## config.mk

```make
export PLATFORM = sky130hd
export DESIGN_NAME = ifu_lsu_rd_arb_flat
export DESIGN_NICKNAME = d
export VERILOG_FILES = /design/src/rtl/ifu_lsu_rd_arb_if.sv /design/src/rtl/ifu_lsu_rd_arb.sv /design/src/flat_wrapper.sv
export SDC_FILE = /design/constraint.sdc
export NUM_CORES = 1
export LEC_CHECK = 0
export CAP_MARGIN = 0
export CELL_PAD_IN_SITES_DETAIL_PLACEMENT = 0
export CELL_PAD_IN_SITES_GLOBAL_PLACEMENT = 1
export CORE_MARGIN = 4
export CORE_UTILIZATION = 22
export DETAILED_ROUTE_END_ITERATION = 8
export HOLD_SLACK_MARGIN = 0.05
export PLACE_DENSITY = 0.79
export SLEW_MARGIN = 20
export SYNTH_ARGS = -nofsm -noshare
export SYNTH_HDL_FRONTEND = slang
export SYNTH_SLANG_ARGS = --single-unit
```

## constraint.sdc

```tcl
create_clock -name clk -period 2.6 [get_ports clk]
set_input_delay 0.52 -clock clk [delete_from_list [all_inputs] [get_ports clk]]
set_output_delay 0.52 -clock clk [all_outputs]
set_load 0.01 [all_outputs]
```

## src/rtl/ifu_lsu_rd_arb_if.sv

```systemverilog
// AXI read-channel bundle (AR + R). It is used for the IFU and LSU upstream ports
// and for the core-side downstream port of the read arbiter.
interface ifu_lsu_rd_arb_if #(
  parameter int ADDR_W = 32,
  parameter int DATA_W = 32,
  parameter int ID_W   = 2
);
  logic [ID_W-1:0]   arid;
  logic [ADDR_W-1:0] araddr;
  logic [7:0]        arlen;
  logic [2:0]        arsize;
  logic [1:0]        arburst;
  logic              arvalid;
  logic              arready;
  logic [ID_W-1:0]   rid;
  logic [DATA_W-1:0] rdata;
  logic [1:0]        rresp;
  logic              rlast;
  logic              rvalid;
  logic              rready;

  modport master (output arid, araddr, arlen, arsize, arburst, arvalid, rready,
                  input  arready, rid, rdata, rresp, rlast, rvalid);
  modport slave  (input  arid, araddr, arlen, arsize, arburst, arvalid, rready,
                  output arready, rid, rdata, rresp, rlast, rvalid);
endinterface

```

## src/rtl/ifu_lsu_rd_arb.sv

```systemverilog
// Round-robin AR arbiter between IFU (s0) and LSU (s1) onto one AXI read port.
// ARID bit 0 carries the source; R beats are routed back on RID bit 0.
module ifu_lsu_rd_arb #(
  parameter int ADDR_W = 32,
  parameter int DATA_W = 32,
  parameter int ID_W   = 2,
  parameter int OSTD   = 4
) (
  input  logic              clk,
  input  logic              rst_n,
  ifu_lsu_rd_arb_if.slave   s0,
  ifu_lsu_rd_arb_if.slave   s1,
  ifu_lsu_rd_arb_if.master  m
);
  localparam int               CNT_W   = $clog2(OSTD + 1);
  localparam logic [CNT_W-1:0] CNT_MAX = CNT_W'(OSTD);

  typedef enum logic {IDLE, ISSUE} state_t;

  state_t            state_q;
  logic              rr_q;
  logic              arvalid_q;
  logic [ID_W-1:0]   arid_q;
  logic [ADDR_W-1:0] araddr_q;
  logic [7:0]        arlen_q;
  logic [CNT_W-1:0]  cnt0_q, cnt0_d, cnt1_q, cnt1_d;
  logic [DATA_W-1:0] rdata_fan;

  logic elig0, elig1, both, gnt0, gnt1;
  logic ar_hs, r_end, inc0, inc1, dec0, dec1;
  logic unused_ok;

  assign elig0 = s0.arvalid & (cnt0_q != CNT_MAX);
  assign elig1 = s1.arvalid & (cnt1_q != CNT_MAX);
  assign both  = elig0 & elig1;
  // rr_q names the source that wins a tie; gated by rst_n so no accept shows during reset
  assign gnt0  = rst_n & (state_q == IDLE) & elig0 & (~elig1 | ~rr_q);
  assign gnt1  = rst_n & (state_q == IDLE) & elig1 & (~elig0 |  rr_q);

  assign s0.arready = gnt0;
  assign s1.arready = gnt1;

  always_ff @(posedge clk or negedge rst_n) begin
    if (!rst_n) begin
      state_q   <= IDLE;
      rr_q      <= 1'b0;
      arvalid_q <= 1'b0;
      arid_q    <= '0;
      araddr_q  <= '0;
      arlen_q   <= '0;
    end else begin
      case (state_q)
        IDLE: begin
          if (gnt0 | gnt1) begin
            state_q   <= ISSUE;
            arvalid_q <= 1'b1;
            arid_q    <= ID_W'(gnt1);
            araddr_q  <= gnt1 ? s1.araddr : s0.araddr;
            arlen_q   <= gnt1 ? s1.arlen  : s0.arlen;
            if (both) rr_q <= ~rr_q;
          end
        end
        ISSUE: begin
          if (m.arready) begin
            state_q   <= IDLE;
            arvalid_q <= 1'b0;
          end
        end
        default: state_q <= IDLE;
      endcase
    end
  end

  assign m.arid    = arid_q;
  assign m.araddr  = araddr_q;
  assign m.arlen   = arlen_q;
  assign m.arsize  = 3'b010;
  assign m.arburst = 2'b01;
  assign m.arvalid = arvalid_q;

  // Outstanding-burst accounting; a stray rlast at zero is dropped rather than wrapping
  assign ar_hs = (state_q == ISSUE) & arvalid_q & m.arready;
  assign r_end = m.rvalid & m.rready & m.rlast;
  assign inc0  = ar_hs & ~arid_q[0];
  assign inc1  = ar_hs &  arid_q[0];
  assign dec0  = r_end & ~m.rid[0] & (cnt0_q != '0);
  assign dec1  = r_end &  m.rid[0] & (cnt1_q != '0);

  always_comb begin
    cnt0_d = cnt0_q;
    cnt1_d = cnt1_q;
    if (inc0 & ~dec0)      cnt0_d = cnt0_q + CNT_W'(1);
    else if (dec0 & ~inc0) cnt0_d = cnt0_q - CNT_W'(1);
    if (inc1 & ~dec1)      cnt1_d = cnt1_q + CNT_W'(1);
    else if (dec1 & ~inc1) cnt1_d = cnt1_q - CNT_W'(1);
  end

  always_ff @(posedge clk or negedge rst_n) begin
    if (!rst_n) begin
      cnt0_q <= '0;
      cnt1_q <= '0;
    end else begin
      cnt0_q <= cnt0_d;
      cnt1_q <= cnt1_d;
    end
  end

  assign rdata_fan = m.rdata;
  assign m.rready  = m.rid[0] ? s1.rready : s0.rready;

  assign s0.rvalid = rst_n & m.rvalid & ~m.rid[0];
  assign s1.rvalid = rst_n & m.rvalid &  m.rid[0];
  assign s0.rdata  = rdata_fan;
  assign s1.rdata  = rdata_fan;
  assign s0.rresp  = m.rresp;
  assign s1.rresp  = m.rresp;
  assign s0.rlast  = m.rlast;
  assign s1.rlast  = m.rlast;
  assign s0.rid    = m.rid;
  assign s1.rid    = m.rid;

  // Upstream ID/size/burst fields are not forwarded; RID bits above 0 are ignored
  assign unused_ok = ^{s0.arid, s0.arsize, s0.arburst,
                       s1.arid, s1.arsize, s1.arburst, m.rid};
endmodule

```

## src/flat_wrapper.sv

```systemverilog
// flat-port wrapper written by rule: the top's interface ports become plain ports
module ifu_lsu_rd_arb_flat 
#(
  parameter int ADDR_W = 32,
  parameter int DATA_W = 32,
  parameter int ID_W   = 2,
  parameter int OSTD   = 4
)
  (clk, rst_n, s0_arid, s0_araddr, s0_arlen, s0_arsize, s0_arburst, s0_arvalid, s0_rready, s0_arready, s0_rid, s0_rdata, s0_rresp, s0_rlast, s0_rvalid, s1_arid, s1_araddr, s1_arlen, s1_arsize, s1_arburst, s1_arvalid, s1_rready, s1_arready, s1_rid, s1_rdata, s1_rresp, s1_rlast, s1_rvalid, m_arid, m_araddr, m_arlen, m_arsize, m_arburst, m_arvalid, m_rready, m_arready, m_rid, m_rdata, m_rresp, m_rlast, m_rvalid);
  ifu_lsu_rd_arb_if #(.ADDR_W(ADDR_W), .DATA_W(DATA_W), .ID_W(ID_W)) s0_i ();
  ifu_lsu_rd_arb_if #(.ADDR_W(ADDR_W), .DATA_W(DATA_W), .ID_W(ID_W)) s1_i ();
  ifu_lsu_rd_arb_if #(.ADDR_W(ADDR_W), .DATA_W(DATA_W), .ID_W(ID_W)) m_i ();
  input  logic clk;
  input  logic rst_n;
  input wire logic [$bits(s0_i.arid)-1:0] s0_arid;
  input wire logic [$bits(s0_i.araddr)-1:0] s0_araddr;
  input wire logic [$bits(s0_i.arlen)-1:0] s0_arlen;
  input wire logic [$bits(s0_i.arsize)-1:0] s0_arsize;
  input wire logic [$bits(s0_i.arburst)-1:0] s0_arburst;
  input wire logic [$bits(s0_i.arvalid)-1:0] s0_arvalid;
  input wire logic [$bits(s0_i.rready)-1:0] s0_rready;
  output wire logic [$bits(s0_i.arready)-1:0] s0_arready;
  output wire logic [$bits(s0_i.rid)-1:0] s0_rid;
  output wire logic [$bits(s0_i.rdata)-1:0] s0_rdata;
  output wire logic [$bits(s0_i.rresp)-1:0] s0_rresp;
  output wire logic [$bits(s0_i.rlast)-1:0] s0_rlast;
  output wire logic [$bits(s0_i.rvalid)-1:0] s0_rvalid;
  input wire logic [$bits(s1_i.arid)-1:0] s1_arid;
  input wire logic [$bits(s1_i.araddr)-1:0] s1_araddr;
  input wire logic [$bits(s1_i.arlen)-1:0] s1_arlen;
  input wire logic [$bits(s1_i.arsize)-1:0] s1_arsize;
  input wire logic [$bits(s1_i.arburst)-1:0] s1_arburst;
  input wire logic [$bits(s1_i.arvalid)-1:0] s1_arvalid;
  input wire logic [$bits(s1_i.rready)-1:0] s1_rready;
  output wire logic [$bits(s1_i.arready)-1:0] s1_arready;
  output wire logic [$bits(s1_i.rid)-1:0] s1_rid;
  output wire logic [$bits(s1_i.rdata)-1:0] s1_rdata;
  output wire logic [$bits(s1_i.rresp)-1:0] s1_rresp;
  output wire logic [$bits(s1_i.rlast)-1:0] s1_rlast;
  output wire logic [$bits(s1_i.rvalid)-1:0] s1_rvalid;
  output wire logic [$bits(m_i.arid)-1:0] m_arid;
  output wire logic [$bits(m_i.araddr)-1:0] m_araddr;
  output wire logic [$bits(m_i.arlen)-1:0] m_arlen;
  output wire logic [$bits(m_i.arsize)-1:0] m_arsize;
  output wire logic [$bits(m_i.arburst)-1:0] m_arburst;
  output wire logic [$bits(m_i.arvalid)-1:0] m_arvalid;
  output wire logic [$bits(m_i.rready)-1:0] m_rready;
  input wire logic [$bits(m_i.arready)-1:0] m_arready;
  input wire logic [$bits(m_i.rid)-1:0] m_rid;
  input wire logic [$bits(m_i.rdata)-1:0] m_rdata;
  input wire logic [$bits(m_i.rresp)-1:0] m_rresp;
  input wire logic [$bits(m_i.rlast)-1:0] m_rlast;
  input wire logic [$bits(m_i.rvalid)-1:0] m_rvalid;
  assign s0_i.arid = s0_arid;
  assign s0_i.araddr = s0_araddr;
  assign s0_i.arlen = s0_arlen;
  assign s0_i.arsize = s0_arsize;
  assign s0_i.arburst = s0_arburst;
  assign s0_i.arvalid = s0_arvalid;
  assign s0_i.rready = s0_rready;
  assign s0_arready = s0_i.arready;
  assign s0_rid = s0_i.rid;
  assign s0_rdata = s0_i.rdata;
  assign s0_rresp = s0_i.rresp;
  assign s0_rlast = s0_i.rlast;
  assign s0_rvalid = s0_i.rvalid;
  assign s1_i.arid = s1_arid;
  assign s1_i.araddr = s1_araddr;
  assign s1_i.arlen = s1_arlen;
  assign s1_i.arsize = s1_arsize;
  assign s1_i.arburst = s1_arburst;
  assign s1_i.arvalid = s1_arvalid;
  assign s1_i.rready = s1_rready;
  assign s1_arready = s1_i.arready;
  assign s1_rid = s1_i.rid;
  assign s1_rdata = s1_i.rdata;
  assign s1_rresp = s1_i.rresp;
  assign s1_rlast = s1_i.rlast;
  assign s1_rvalid = s1_i.rvalid;
  assign m_arid = m_i.arid;
  assign m_araddr = m_i.araddr;
  assign m_arlen = m_i.arlen;
  assign m_arsize = m_i.arsize;
  assign m_arburst = m_i.arburst;
  assign m_arvalid = m_i.arvalid;
  assign m_rready = m_i.rready;
  assign m_i.arready = m_arready;
  assign m_i.rid = m_rid;
  assign m_i.rdata = m_rdata;
  assign m_i.rresp = m_rresp;
  assign m_i.rlast = m_rlast;
  assign m_i.rvalid = m_rvalid;
  ifu_lsu_rd_arb #(.ADDR_W(ADDR_W), .DATA_W(DATA_W), .ID_W(ID_W), .OSTD(OSTD)) u_core (.clk(clk), .rst_n(rst_n), .s0(s0_i), .s1(s1_i), .m(m_i));
endmodule
```

==> reports/metrics.cfg <==
[placement]
place.detailed.instances=589
gp_congestion=0.763
postPlaceCellArea_um2=4210
numPortBuffers=140
dp.final_hpwl_mm=6.02

[finish]
n_antenna_cell=0
num-nets-final=559
final-instance-count-excl-fill=597
sequential_cell_area_um2=1250
syn2layout_area_growth_pct=36.1
finalInstanceArea_um2=4370
layout-drive-gt1-share_pct=6.24
final.fill_count=1463
multi_input_comb_area_um2=807

[critical_path]
start_kind=input port
critical_path.max_stage_delay_ps=560
critPathCaptureType=output pin
crit_path_cell_trace=clkdlybuf4s50_1, mux2_2, clkdlybuf4s50_1
crit_path_frequent_cell=clkdlybuf4s50_1
critical_path_arrival_ps=1920
regToRegSetupSlack_ps=520
cp_data_required_time_ps=2080
critical_path.max_fanout=7
timing_worst_setup_path_type=in2out
critical_path.slowest_cell=clkdlybuf4s50_1

[clock_network]
worst_setup_hold_path_clk_slew_ps=70
clock_sink_count=50
clock_tree_buf_depth=2
worstSkewPairLatency_ps=290
cts_made_buffers=5
cts_setup_buffers=0
ctsHtreeMaxLevel=2
root_buffer=clkbuf_16
cts_tree=yes
cts_hold_buffers=0

[hold_path]
hold_path.class=in2async

[synthesis]
syn-mean-instance-area_um2=9.19
yosysTopAreaCell=dfrtp_1
synth.most_common_cell=inv_1
synth_area_leaders=dfrtp_1 (39%), buf_4 (19%), inv_1 (15%), a222oi_1 (12%), buf_6 (2.8%)
postSynth.topFlopCell=dfrtp_1
synthesis.instances=349
ys_seq_elements=50
yosys_warnings=0
post_synth_most_frequent_cells=inv_1 (125), buf_4 (80), dfrtp_1 (50), a222oi_1 (40), buf_6 (8)
synthDistinctLibCells=32
seq_total_area_yosys_pct=39.0
async_sr_flop_fraction_pct=100
synth_area_um2=3210
share_of_yosys_cell_area_claimed_by_the_top_area_cell_type_pct=39.0
synth_enable_flop_cells=0

[sta]
timing_max_transition_violations_final=0
period_share_pct=93.7
setup_repair_after_global_routing_missed_its_margin=no
final.setup.tns_ps=0
final_hold_violation_count=0
upper_clock_frequency_limit_ghz=0.411
timing.clock.skew_ps=4.94
finalWorstPathRequiredPeriod_ps=2440
setup-violations-final=0

[drt]
ant_nets=0
wire_per_inst_um=13.8
initialDrtViolationCount=220
drc=0
avgViaCountPerCell=4.01
vias=2391
drt_pass1_iterations=8
wl_mm=8.23

[pwr]
powerDensity_nw_per_um2=885
cellLeakagePower_nw=2.25
max-vdd-ir-drop_uv=314

[floorplanning]
placeableCoreArea_um2=14100
die_height_um=129
boundaryPins=266
die_area_um2=16600
chipWidth_um=129
number_of_standard_cell_rows_in_the_floorplan=43
initial_core_util_pct=22.7

[grt]
grt_pass1_vias=2607
grt_use_total_pct=9.69
global_route.overflow_total=0
antenna_found_initial=0
grt_first_pass_wirelength_mm=12.7
maximum_number_of_pins_on_one_net_before_global_route_repair=42

[job]
maxCapViolations=0

[run_status]
run_status=completed

cells by family after synthesis:
logic type / Yosys count / synth area share (%)
and+or+nand+nor: 17 / 3.47
other: 2 / 0.234
muxes: 4 / 1.37
adders and majority gates: 4 / 2.03
buffers and inverters: 218 / 36.8
xor gates and xnor gates: 7 / 1.91
DFF: 50 / 39.0
AOI/OAI and AO/OA: 47 / 15.1
stage by stage:
stage,setup WS [ps],total power [W],hold slack (ps),utilization [%]
5_1_grt,122,0.00415,336,31.0
6_report,164,0.00386,306,31.0
3_5_place_dp,45.7,0.00320,491,29.9
2_1_floorplan,619,0.00235,224,-
3_3_place_gp,51.3,0.00314,475,29.9
4_1_cts,44.5,0.00392,307,30.9
cell type report:
cell class | instances | area share [%]
multi-input combinational | 85 | 18.5
sequential | 50 | 28.7
timing repair buffer | 149 | 33.6
tap | 180 | 5.16
inverter | 125 | 10.7
clock buffer | 7 | 3.27
clock inverter | 1 | 0.115
flip-flops by register name, summed over array words and instances (netlist names):
| register | flops |
|---|---|
| u_core.m.araddr | 32 |
| u_core.m.arlen | 8 |
| u_core.cnt0_q | 3 |
| u_core.cnt1_q | 3 |
| u_core.m.arid | 1 |
| u_core.m.arvalid | 1 |
| u_core.rr_q | 1 |
| u_core.state_q | 1 |
timing repair:
action / 4_1_cts / 5_1_grt
setup endpoints to repair: 1 / 1
gates resized for setup: 1 / 2
gates cloned: 0 / 0
where the power goes:
group | switching (W) | total [W] | leakage, nW | internal [W]
Clock | 0.000298 | 0.000680 | 0.0739 | 0.000383
Sequential | 0.000253 | 0.00139 | 0.544 | 0.00114
Combinational | 0.000771 | 0.00179 | 1.63 | 0.00102
Total | 0.00132 | 0.00386 | 2.25 | 0.00254
layer usage:
| layer | share of wire, % | wire length, µm | GRT usage (%) | vias to the layer above |
|---|---|---|---|---|
| met5 | 0 | 0 | 0 | - |
| met2 | 47 | 3840 | 15.7 | 110 |
| met1 | 41 | 3370 | 11.3 | 1101 |
| met3 | 9.8 | 806 | 3.24 | 24 |
| met4 | 2.6 | 212 | 5.31 | 0 |
| li1 | - | - | - | 1156 |
critical path: cells and delay by family:
kind | cells | cell delay (ps)
buffers and inverters | 2 | 1040
muxes | 1 | 350
layout by cell type, fill, tap and decap left out, drive strengths merged, types with 2 or more instances in the layout:
cell type / Yosys / final
clkdlybuf4s50: 0 / 137
inv: 125 / 125
dfrtp: 50 / 50
a222oi: 40 / 40
buf: 90 / 10
clkbuf: 3 / 7
conb: 2 / 6
nor2: 5 / 5
xor2: 4 / 4
mux2: 3 / 3
xnor2: 3 / 3
o31ai: 2 / 2
nand2: 2 / 2
fa: 2 / 2
ha: 2 / 2
or3b: 2 / 2
path summary, 6_finish.rpt:
path                            depth (start not counted)                         start                        endpoint
worst max register to register                          4  u_core.cnt0_q[1]$_DFFE_PN0P_   u_core.m.arlen[4]$_DFFE_PN0P_
max in group asynchronous                               2                         rst_n  u_core.m.araddr[2]$_DFFE_PN0P_
min in group clk                                        1  u_core.cnt0_q[2]$_DFFE_PN0P_    u_core.cnt0_q[2]$_DFFE_PN0P_
worst max-delay path                                    3                      m_rid[0]                        m_rready
worst min register to register                          1  u_core.cnt0_q[2]$_DFFE_PN0P_    u_core.cnt0_q[2]$_DFFE_PN0P_
worst min-delay path                                    2                         rst_n    u_core.m.arid[0]$_DFFE_PN0P_
(Power assumes the default switching activity.)
